<file path="config.mk">
export PLATFORM = sky130hd
export DESIGN_NAME = router_reg_p
export DESIGN_NICKNAME = d
export VERILOG_FILES = /design/src/rtl/router_reg_p.sv
export SDC_FILE = /design/constraint.sdc
export NUM_CORES = 1
export LEC_CHECK = 0
export BUFFER_PORTS_ARGS = -buffer_cell sky130_fd_sc_hd__buf_2
export CAP_MARGIN = 10
export CORE_UTILIZATION = 34
export CTS_CLUSTER_DIAMETER = 120
export DETAILED_ROUTE_END_ITERATION = 7
export PLACE_DENSITY = 0.51
export SKIP_LAST_GASP = 1
export SLEW_MARGIN = 20
export SYNTH_ARGS = -nofsm -noshare
export SYNTH_HDL_FRONTEND = slang
export SYNTH_SLANG_ARGS = --single-unit
</file>
<file path="constraint.sdc">
create_clock -name clock -period 2.7 [get_ports clock]
set_clock_uncertainty 0.1 [all_clocks]
set_input_delay 0.135 -clock clock [delete_from_list [all_inputs] [get_ports clock]]
set_output_delay 0.135 -clock clock [all_outputs]
set_load 0.005 [all_outputs]
</file>
<file path="src/rtl/router_reg_p.sv">
// Router datapath register block: header/hold/output registers, running packet
// check (XOR parity or additive checksum), payload length check and error flags.
module router_reg_p #(
  parameter int unsigned DATA_W   = 8,
  parameter int unsigned ADDR_W   = 2,
  parameter int unsigned CHK_MODE = 0,
  parameter int unsigned LEN_CHK  = 1
) (
  input  logic              clock,
  input  logic              resetn,
  input  logic              pkt_valid,
  input  logic [DATA_W-1:0] data_in,
  input  logic              fifo_full,
  input  logic              detect_add,
  input  logic              lfd_state,
  input  logic              ld_state,
  input  logic              laf_state,
  input  logic              full_state,
  input  logic              rst_int_reg,
  output logic [DATA_W-1:0] dout,
  output logic              parity_done,
  output logic              low_pkt_valid,
  output logic              err,
  output logic              parity_err,
  output logic              len_err
);

  localparam int unsigned LEN_W = DATA_W - ADDR_W;

  logic [DATA_W-1:0] r_hdr;
  logic [DATA_W-1:0] r_hold;
  logic [DATA_W-1:0] r_dout;
  logic [DATA_W-1:0] r_chk;
  logic [DATA_W-1:0] r_pkt_chk;
  logic [LEN_W-1:0]  r_cnt;
  logic              r_parity_done;
  logic              r_low_pkt_valid;
  logic              r_parity_err;
  logic              r_len_err;
  logic              r_err;

  logic              w_hdr_ld;
  logic              w_fold_pl;
  logic              w_chk_cap;
  logic [DATA_W-1:0] w_fold_in;
  logic [DATA_W-1:0] w_chk_nxt;
  logic [LEN_W-1:0]  w_hdr_len;
  logic              w_par_mis;
  logic              w_len_mis;

  // An all-ones address is not a routable destination, so the header is ignored.
  assign w_hdr_ld  = detect_add & pkt_valid & (data_in[ADDR_W-1:0] != {ADDR_W{1'b1}});
  assign w_fold_pl = ld_state & pkt_valid & ~full_state;
  assign w_chk_cap = (ld_state & ~fifo_full & ~pkt_valid)
                   | (laf_state & r_low_pkt_valid & ~r_parity_done);
  assign w_fold_in = lfd_state ? r_hdr : data_in;
  assign w_hdr_len = r_hdr[DATA_W-1:ADDR_W];
  assign w_par_mis = (r_chk != r_pkt_chk);
  assign w_len_mis = (LEN_CHK != 0) && (r_cnt != w_hdr_len);

  always_comb begin
    w_chk_nxt = r_chk;
    if (CHK_MODE == 0) w_chk_nxt = r_chk ^ w_fold_in;
    else               w_chk_nxt = r_chk + w_fold_in;
  end

  always_ff @(posedge clock or negedge resetn) begin
    if (!resetn)       r_hdr <= '0;
    else if (w_hdr_ld) r_hdr <= data_in;
  end

  // Output word mux; a word blocked by a full FIFO is parked in r_hold.
  always_ff @(posedge clock or negedge resetn) begin
    if (!resetn) begin
      r_dout <= '0;
      r_hold <= '0;
    end else begin
      if (lfd_state)                   r_dout <= r_hdr;
      else if (ld_state && !fifo_full) r_dout <= data_in;
      else if (laf_state)              r_dout <= r_hold;
      if (ld_state && fifo_full)       r_hold <= data_in;
    end
  end

  always_ff @(posedge clock or negedge resetn) begin
    if (!resetn) begin
      r_chk <= '0;
      r_cnt <= '0;
    end else if (detect_add) begin
      r_chk <= '0;
      r_cnt <= '0;
    end else if (lfd_state) begin
      r_chk <= w_chk_nxt;
    end else if (w_fold_pl) begin
      r_chk <= w_chk_nxt;
      if (r_cnt != {LEN_W{1'b1}}) r_cnt <= r_cnt + LEN_W'(1);
    end
  end

  always_ff @(posedge clock or negedge resetn) begin
    if (!resetn) begin
      r_pkt_chk     <= '0;
      r_parity_done <= 1'b0;
    end else if (detect_add) begin
      r_parity_done <= 1'b0;
    end else if (w_chk_cap) begin
      r_pkt_chk     <= data_in;
      r_parity_done <= 1'b1;
    end
  end

  always_ff @(posedge clock or negedge resetn) begin
    if (!resetn)                       r_low_pkt_valid <= 1'b0;
    else if (rst_int_reg)              r_low_pkt_valid <= 1'b0;
    else if (ld_state && !pkt_valid)   r_low_pkt_valid <= 1'b1;
  end

  // Errors are judged the cycle after the check word lands and stay sticky.
  always_ff @(posedge clock or negedge resetn) begin
    if (!resetn) begin
      r_parity_err <= 1'b0;
      r_len_err    <= 1'b0;
      r_err        <= 1'b0;
    end else if (detect_add) begin
      r_parity_err <= 1'b0;
      r_len_err    <= 1'b0;
      r_err        <= 1'b0;
    end else if (r_parity_done) begin
      r_parity_err <= r_parity_err | w_par_mis;
      r_len_err    <= r_len_err | w_len_mis;
      r_err        <= r_err | w_par_mis | w_len_mis;
    end
  end

  assign dout          = r_dout;
  assign parity_done   = r_parity_done;
  assign low_pkt_valid = r_low_pkt_valid;
  assign err           = r_err;
  assign parity_err    = r_parity_err;
  assign len_err       = r_len_err;

endmodule

</file>
### Yosys cells after proc, flatten, opt, wreduce, memory -nomap -nowiden

Cells that the tools add are included.

* memories: 0
* flip-flop bits (word level): 51
* logic and storage cells: 71
* RAM bits: 0
* bits in latches: 0
* bits of input ports: 18
* ROM bits: 0

* bitwise logic cells: 19
* $lt $le $gt $ge: 0
* mux-type cells: 21
* multiply operators: 0
* divide/modulo/power cells: 0
* add/sub/neg operators: 1
* reduce and logical (&&, ||, !) cells: 14
* eq/ne operators: 5
* shifts and indexed selects: 0

Operator list (number)
* $mux 8: 7
* $mux 6: 4
* $mux 1: 10
* $reduce_bool 2->1: 5
* $and 1x1->1: 8
* $ne 8x8->1: 1
* $xor 8x8->8: 1
* $add 6x1->6 const B: 1
* $ne 6x6->1: 1
* $ne 6x6->1 const B: 1
* $reduce_bool 3->1: 2
* $not 1->1: 5
* $or 1x1->1: 5
* $ne 2x2->1 const B: 2
* $logic_and 1x1->1: 3
* $reduce_and 3->1: 1
* $logic_not 1->1: 2
* $reduce_and 2->1: 1

### Longest topological paths before layout

* word-level depth: 6
* depth in mapped cells: 6
* gate-level depth less buffers: 5

### Worst setup path after synthesis

No wires, ideal clock.

* path type: register -> register
* from: register r_cnt[0]
* to: register r_cnt[3]
* buffers on the path: 0
* cell stages (with the launch flop): 6
* slack: 1.329 ns
* data arrival time: 1.132 ns
* library setup time: 0.140 ns
* required time: 2.460 ns
* cells stage by stage: dfrtp_1 > ha_1 > nand3_1 > o2111ai_1 > xor2_1 > nor2_1

* longest elaborated chain between the ends: 5
* elaborated cells on any way between the ends: 8

RTL lines
* from (decl): line 35 `logic [LEN_W-1:0] r_cnt;`
* from (signal assigned): line 96 `if (r_cnt != {LEN_W{1'b1}}) r_cnt <= r_cnt + LEN_W'(1);`
* $add 6x1->6: line 96
* $mux 6: line 96
* $mux 6: line 94 `end else if (w_fold_pl) begin`
* $mux 6: line 92 `end else if (lfd_state) begin`
* $mux 6: line 89 `end else if (detect_add) begin`

Several ways; a longest one is shown, not always the timed one. The select of a mux whose other input is x is not followed.
A chain may end at the register's enable or synchronous reset.

### Worst setup path after layout

* from: register r_cnt[0]
* to: register r_cnt[1]

The elaborated chain is that of the path after synthesis.

==> results.md <==
- Status: completed
- Synth Cell Area: 0.00244 mm²
- CTS tree: yes
- Cells after synthesis: roughly 230
- Cts-stage hold buffer count: 2
- CP peak stage delay: about 440 ps
- Syn avg cell area: ~11 µm²
- Vias: 1,677
- I/O Pins: 31
- Die area: around 0.0075 mm²
- Dpl ws: between 900 and 1000 ps
- Syn nets: 244
- Crit end category: register
- Post-Layout Cell Count: ~350
- Cell with the most instances after synthesis: dfrtp_1
- Maximum fanout along the worst path: 4
- Layout cells sized above 1: about a fifth
- F_max: 659 MHz
- Routed wire length: 5420 µm
- CTS resizes: 0
- Number of global-route vias before repair: roughly 1,700
- Post-synth ARST share: 100%
- CP Class: register to register
- Worst-Skew Late Latency: approximately 290 ps
- Measured slew at the worst slew-check pin: 627 ps
- Placed instance area: between 0.002 and 0.003 mm²
- Filler cells: just under 700
- Slew HR: slightly below 60%
- GRT overflow: 0
- Cells on worst reg2reg path: 5
- DIE WIDTH: 86.8 µm
- Dpl cells: 344
- Initial drt markers: 54
- Multi-input logic area: 0.00107 mm²
- Tcrit/Tclk final: between 50% and 60%
- Leak pwr: 1.28 nW
- WL per Instance: about 15 µm
- Post-layout min period: roughly 1500 ps
- Final slew viol count: 0
- GP Congestion: 0.750
- H-tree levels: 2
- FP Rows: 30
- Via density: between 4 and 5
- # DRC: 0
- Core Util, Final: between 40% and 50%
- Data required, critical path: 2770 ps
- Worst Setup Slack, final: between 1000 and 1500 ps
- Worst hold path class: input port to register
- Reg clk slew, reported paths: ~90 ps
- Root Buffer: clkbuf_8
- Port buffer count: 30
- CP Cell Sequence: ha_1 -> nand3_1 -> o21ai_2 -> mux2i_1 -> nor2_1
- Worst EP arrival: between 1500 and 2000 ps
- Initial Util: 35.6%
- Max_cap viols: 0
- Layout area overhead: 13.1%
- Final hold violations: 0
- Fin Hold WS: about 29 ps
- CP max-delay cell: dfrtp_1
- Synth top area share: a little over half
- Hold depth: 3
- GRT Resource Usage Total: ~16%
- Post-CTS Setup Repair Bufs: 0
- Number of synthesized flops with an enable pin: 0
- Total chip power: 1.71 mW
- Clock sink total: 51
- Worst vdd rail ir drop: a little under 200 µV
- Ys Warns: 0
- Die height: 86.8 µm
- Antenna-violating nets left: 0
- CP Launch Type: register
- Setup-failing EPs final: 0
- Synth cell count leaders: dfrtp_1, nor2_1, nand2_1
- Initial antenna violation count: 0
- Seq. cell area: 0.00128 mm²
- Dpl hpwl: around 3900 µm
- Synth area leaders: dfrtp_1, mux2_2, nor2_1
- Clock Path Buffers: 2
- Antenna diodes: 0
- Netlist cell types: 34
- Nets@finish: about 280
- Sequential fraction of the synthesis area: a little over half
- First-pass GRT wire length: between 8000 and 9000 µm
- Most used DFF post-synth: dfrtp_1
- Drt pass-1 iters: 6
- Largest net degree at the start of global routing: 35
- Core Area: approximately 0.007 mm²
- #FFs+latches synth: about 50
- Final Instance Area: 0.00276 mm²
- Post-synth top area cell: dfrtp_1
- Power density cells: slightly above 600 mW/mm²
- Unrepaired setup endpoints after global routing: no
- Cts bufs inserted: 5
- Setup_tns: 0 ps
==> area by class of cell <==
class | instances | share of cell area (%)
clock buffers | 6 | 2.63
well taps | 96 | 4.35
repair buffers | 33 | 6.43
flip-flops and latches | 51 | 46.2
inverters | 11 | 1.49
multi-input cells | 155 | 38.9
==> final timing paths <==
| kind | slack (ps) | to | startpoint |
|---|---|---|---|
| min reg2reg | 410 | r_hold[3]$_DFFE_PN0P_ | r_hold[3]$_DFFE_PN0P_ |
| max reg2reg | 1180 | r_cnt[1]$_DFFE_PN0P_ | r_cnt[0]$_DFFE_PN0P_ |
| max | 1180 | r_cnt[1]$_DFFE_PN0P_ | r_cnt[0]$_DFFE_PN0P_ |
| max in group asynchronous | 1510 | r_chk[6]$_DFFE_PN0P_ | resetn |
| min | 30 | low_pkt_valid$_DFFE_PN0P_ | ld_state |
| min in group asynchronous | 200 | parity_err$_DFFE_PN0P_ | resetn |
==> per-layer routing <==
metal / share of wire, % / vias to the layer above / GRT usage [%] / routed length, µm
li1: - / 825 / - / -
met1: 49 / 813 / 21.5 / 2640
met2: 47 / 32 / 25.7 / 2550
met3: 3.2 / 7 / 3.24 / 173
met4: 1.2 / 0 / 4.55 / 63
met5: 0 / - / 0 / 0
==> kinds of logic after synthesis <==
logic type                 after synthesis  synth area share (%)
xor gates and xnor gates                27                  9.68
adders and majority gates                1                 0.512
DFF                                     51                  52.2
and+or+nand+nor                         70                  12.9
AOI/OAI and AO/OA                       34                  10.4
buffers and inverters                   19                  3.79
muxes                                   23                  10.5
==> registers in the layout, summed over array words and instances, names as in the netlist <==
signal,flops
parity_done,1
dout,8
r_chk,8
r_cnt,6
r_hold,8
err,1
parity_err,1
r_hdr,8
r_pkt_chk,8
low_pkt_valid,1
len_err,1
==> power breakdown <==
| part | switching [mW] | internal (mW) |
|---|---|---|
| Clock | 0.235 | 0.174 |
| Sequential | 0.0858 | 0.878 |
| Combinational | 0.163 | 0.174 |
==> cell usage in the layout, fill, tap and decap left out, types with 8 or more instances in the layout <==
| cell | n |
|---|---|
| a311o_1 | 8 |
| xnor2_1 | 14 |
| mux2_1 | 8 |
| nor2_1 | 40 |
| buf_2 | 30 |
| mux2_2 | 14 |
| a21oi_1 | 9 |
| inv_1 | 11 |
| nand2_1 | 15 |
| dfrtp_1 | 51 |
| xor2_1 | 13 |
==> worst max-delay path: cells and delay by family, from the launching register on <==
family	cells	cell delay [ps]
and+or+nand+nor	2	190
DFF	1	440
AOI/OAI and AO/OA	1	220
muxes	1	200
adders and majority gates	1	240
(Power assumes the default switching activity.)
